## config.mk

```make
export PLATFORM = sky130hd
export DESIGN_NAME = led_seq_addr_gen
export DESIGN_NICKNAME = d
export VERILOG_FILES = /design/src/rtl/led_seq_addr_gen.sv
export SDC_FILE = /design/constraint.sdc
export NUM_CORES = 1
export LEC_CHECK = 0
export ABC_CLOCK_PERIOD_IN_PS = 2000
export CAP_MARGIN = 0
export CORE_ASPECT_RATIO = 0.8
export CORE_MARGIN = 2
export CORE_UTILIZATION = 40
export DETAILED_ROUTE_END_ITERATION = 8
export DONT_BUFFER_PORTS = 1
export GPL_TIMING_DRIVEN = 0
export PLACE_DENSITY = 0.52
export SLEW_MARGIN = 30
export SYNTH_ARGS = -nofsm -noshare
export SYNTH_HDL_FRONTEND = slang
export SYNTH_SLANG_ARGS = --single-unit
```

## constraint.sdc

```tcl
create_clock -name clk -period 2 [get_ports clk]
set_input_delay 0.3 -clock clk [delete_from_list [all_inputs] [get_ports clk]]
set_output_delay 0.3 -clock clk [all_outputs]
set_load 0.05 [all_outputs]
```

## src/rtl/led_seq_addr_gen.sv

```systemverilog
// LED pattern sequencer: prescaled step tick, ROM fetch/capture FSM, wrapping address walk.
// Define LED_SEQ_REVERSE_EN to add the dir input for decrementing address walks.
module led_seq_addr_gen #(
    parameter int          PRESCALE  = 50000000,
    parameter logic [11:0] ADDR_MAX  = 12'hFFF,
    parameter int          ADDR_STEP = 1
) (
    input  logic        clk,
    input  logic        rst,
    input  logic        run,
    input  logic        step_req,
`ifdef LED_SEQ_REVERSE_EN
    input  logic        dir,
`endif
    output logic        rom_en,
    output logic [11:0] rom_addr,
    input  logic [3:0]  rom_data,
    output logic [3:0]  led,
    output logic        led_update,
    output logic        busy
);

    typedef enum logic [1:0] {
        S_IDLE    = 2'd0,
        S_FETCH   = 2'd1,
        S_CAPTURE = 2'd2
    } state_t;

    localparam logic [27:0] PRESC_LAST = 28'(PRESCALE - 1);
    localparam logic [12:0] STEP13     = 13'(ADDR_STEP);
    localparam logic [12:0] WRAP13     = {1'b0, ADDR_MAX} + 13'd1;

    state_t      r_state;
    logic [27:0] r_presc;
    logic        w_dir;
    logic [11:0] w_addr_next;

`ifdef LED_SEQ_REVERSE_EN
    assign w_dir = dir;
`else
    assign w_dir = 1'b0;
`endif

    // 13-bit so the forward sum cannot overflow before the wrap compare
    function automatic logic [11:0] next_addr(input logic [11:0] a, input logic down);
        logic [12:0] s;
        if (!down) begin
            s = {1'b0, a} + STEP13;
            if (s > {1'b0, ADDR_MAX})
                s = s - WRAP13;
        end else begin
            if ({1'b0, a} >= STEP13)
                s = {1'b0, a} - STEP13;
            else
                s = {1'b0, a} + WRAP13 - STEP13;
        end
        return s[11:0];
    endfunction

    assign w_addr_next = next_addr(rom_addr, w_dir);

    always_ff @(posedge clk or posedge rst) begin
        if (rst) begin
            r_state    <= S_IDLE;
            r_presc    <= 28'd0;
            rom_en     <= 1'b0;
            rom_addr   <= 12'd0;
            led        <= 4'h0;
            led_update <= 1'b0;
            busy       <= 1'b0;
        end else begin
            led_update <= 1'b0;
            case (r_state)
                S_IDLE: begin
                    // Prescaler only advances while idle, so busy cycles stretch the period
                    if (run) begin
                        if (r_presc == PRESC_LAST) begin
                            r_presc <= 28'd0;
                            r_state <= S_FETCH;
                            rom_en  <= 1'b1;
                            busy    <= 1'b1;
                        end else begin
                            r_presc <= r_presc + 28'd1;
                        end
                    end else if (step_req) begin
                        r_state <= S_FETCH;
                        rom_en  <= 1'b1;
                        busy    <= 1'b1;
                    end
                end
                S_FETCH: begin
                    r_state <= S_CAPTURE;
                end
                S_CAPTURE: begin
                    // rom_en stays high here so the ROM's output reset cannot clear rom_data
                    r_state    <= S_IDLE;
                    rom_en     <= 1'b0;
                    busy       <= 1'b0;
                    led        <= rom_data;
                    led_update <= 1'b1;
                    rom_addr   <= w_addr_next;
                end
                default: begin
                    r_state <= S_IDLE;
                    rom_en  <= 1'b0;
                    busy    <= 1'b0;
                end
            endcase
        end
    end

endmodule

```

==> out/qor.txt <==
Status = finished, violations left
Failing checks = negative setup slack
Die area = 6270 um2
Initial antenna violation count = 0
Final setup viols = 7
Total Power = 2.63 mW
Crit path time final = 2.11 ns
Inserted Clock Buffers = 5
Nets@finish = 243
DRT iter0 DRCs = 76
Hold Slack = 0.149 ns
Initial Util = 0.414
Tot GR Track Use = 0.172
Share of cells above drive strength 1 = 0.231
CTS root buf = clkbuf_8
Vert. Die Dim = 71.2 um
Worst-margin pin slew = 0.597 ns
FMAX = 475 MHz
TNS Setup = -0.483 ns
Via count = 1698
Post-Route WL = 5010 um
HPWL after detailed placement = 3340 um
Sequential area share after synthesis = 0.531
Row cnt = 24
Final Slew Violations = 0
WS Path Type = reg2reg
Netlist cell types = 40
Total grt overflow = 0
Synth Warn # = 0
Leak Pwr = 1.15 nW
DP Area = 2410 um2
Mapped cell area = 2260 um2
Largest net degree at the start of global routing = 29
Synth Register Bits = 48
H-tree level count = 2
Worst-path clk slew = 0.08 ns
Vias in the first global route = 1775
Async set-or-reset flop fraction in the synthesized netlist = 1.00
Insertion delay to the later sink of the worst-skew pair = 0.30 ns
Port bufs = 0
Worst setup margin = -0.105 ns
Floorplan core area = 5470 um2
Pwr Density = 968 nW/um2
Fin. Hold Viols = 0
First-pass GRT wire length = 8330 um
Fill count = 504
Largest fanout on the critical path = 5
Internal reg-to-reg setup slack = -0.11 ns
Clock Sinks = 48
Number of synthesized flops with an enable pin = 0
CTS tree = done
Ant. Diodes = 0
IO Pins = 27
Ys flop type = dfrtp_1
Min-delay worst type = in2reg
Crit path launch type = flop
Post-route design area = 2720 um2
Worst Clk Skew = 0.00657 ns
Worst EP arrival = 2.33 ns
CP endpoint kind = flop
Remaining routing DRC violations = 0
Area contributors post-synth = dfrtp_1 53%, xnor2_1 7.0%, nand3_1 3.1%, nand2_1 3.0%, nand4_1 2.8%
Max-Cap Viols = 0
Most frequent cells in the layout = 45 x dfrtp_1, 18 x nand2_1, 18 x xnor2_1
Commonest non-fill, non-tap cell in the layout = dfrtp_1
Cells after Synth = 216
Chip Width = 88.1 um
Max transition margin = 0.602
Via/cell ratio = 5.44
Net Count, Synth = 226
Routability cong. = 0.796
Max Root-Sink Buffers = 2
RSZ-0062 raised after global routing = yes
Syn avg cell area = 10.5 um2
Antenna Nets Post-Route = 0
Critical path required time = 2.23 ns
IR drop worst, VDD = 0.000720 V
Area Overhead vs Synth = 20.1%
Synth area leader = dfrtp_1
WL/cell = 16.1 um
Period utilization = 1.05
TritonRoute pass-1 iters = 5
Post-synth top area share = 0.531
==> sequential cells by signal (all words and copies together), names as in the netlist <==
name,count
busy,1
led,4
led_update,1
r_presc,28
r_state,2
rom_addr,12
==> cell type report <==
class,instances,area (um2),share of cell area
plain buffers,8,63.8,0.0235
clock buffers,6,72.6,0.0267
clock inverters,2,35.0,0.0129
inverters,7,26.3,0.00968
multi-input cells,152,1100,0.404
flip-flops and latches,48,1200,0.444
well taps,78,97.6,0.0359
repair buffers,11,119,0.0438
==> Yosys cell counts (2+ instances only) <==
library cell	count
dfrtp_1	48
nand2_1	18
xnor2_1	18
nand3_1	14
o21ai_0	11
a21oi_1	10
nand4_1	10
nor2_1	8
inv_1	7
nor4_1	6
or3_1	6
xor2_1	6
clkbuf_1	5
mux2_2	5
and3_1	4
and4_1	4
nor3_1	4
or4_1	3
and2_1	2
buf_2	2
ha_1	2
nor2b_1	2
nor3b_1	2
o31ai_1	2
or2_2	2
==> worst paths after layout <==
path,startpoint,endpoint,depth (start not counted)
setup / recovery,r_state[1],r_presc[15],6
hold / removal,rom_data[1],led[1],1
setup reg to reg,r_state[1],r_presc[15],6
hold reg to reg,r_presc[27],r_presc[27],1
max in group asynchronous,rst,r_presc[7],4
min in group asynchronous,rst,r_presc[13],2
==> layer usage <==
| metal | part of all wire | wire [um] | track usage | up-vias |
|---|---|---|---|---|
| met5 | 0 | 0 | 0 | - |
| met4 | 0.016 | 82 | 0.0758 | 0 |
| met3 | 0.029 | 145 | 0.0380 | 10 |
| met2 | 0.48 | 2390 | 0.270 | 30 |
| met1 | 0.48 | 2400 | 0.232 | 857 |
| li1 | - | - | - | 801 |
==> power breakdown <==
part / internal, mW / leakage [nW] / switching [mW]
Combinational: 0.187 / 0.497 / 0.192
Clock: 0.371 / 0.0552 / 0.318
Sequential: 1.12 / 0.596 / 0.443
==> critical path, stage by stage, from the launching register on <==
cell,delay (ns)
dfrtp_2,0.41
or3b_1,0.39
buf_6,0.14
or4_4,0.46
buf_6,0.16
or3_4,0.36
a21oi_2,0.13
==> cells by family after synthesis <==
group,share of synthesized area
XOR/XNOR,0.0930
AO/OA/AOI/OAI,0.0753
AND/OR/NAND/NOR,0.232
adder cells (fa/ha/maj),0.0111
flip-flops,0.531
multiplexers,0.0249
buffers and inverters,0.0327
==> what timing repair did <==
action / 4_1_cts / 5_1_grt
cloned: 2 / 0
endpoints found under the setup margin: 21 / 19
endpoints found under the hold margin: 31 / 0
buffers inserted: 5 / 1
pin swaps: 10 / 3
gates resized for setup: 22 / 15
hold buffers: 1 / 0
==> per-stage QoR <==
stage	util	setup WS (ns)	std cells
3_3_place_gp	0.432	-0.345	294
2_1_floorplan	-	0.0107	216
3_5_place_dp	0.440	-0.403	296
5_1_grt	0.497	-0.175	312
4_1_cts	0.486	-0.122	312
6_report	0.497	-0.105	312
(Power assumes the default switching activity.)
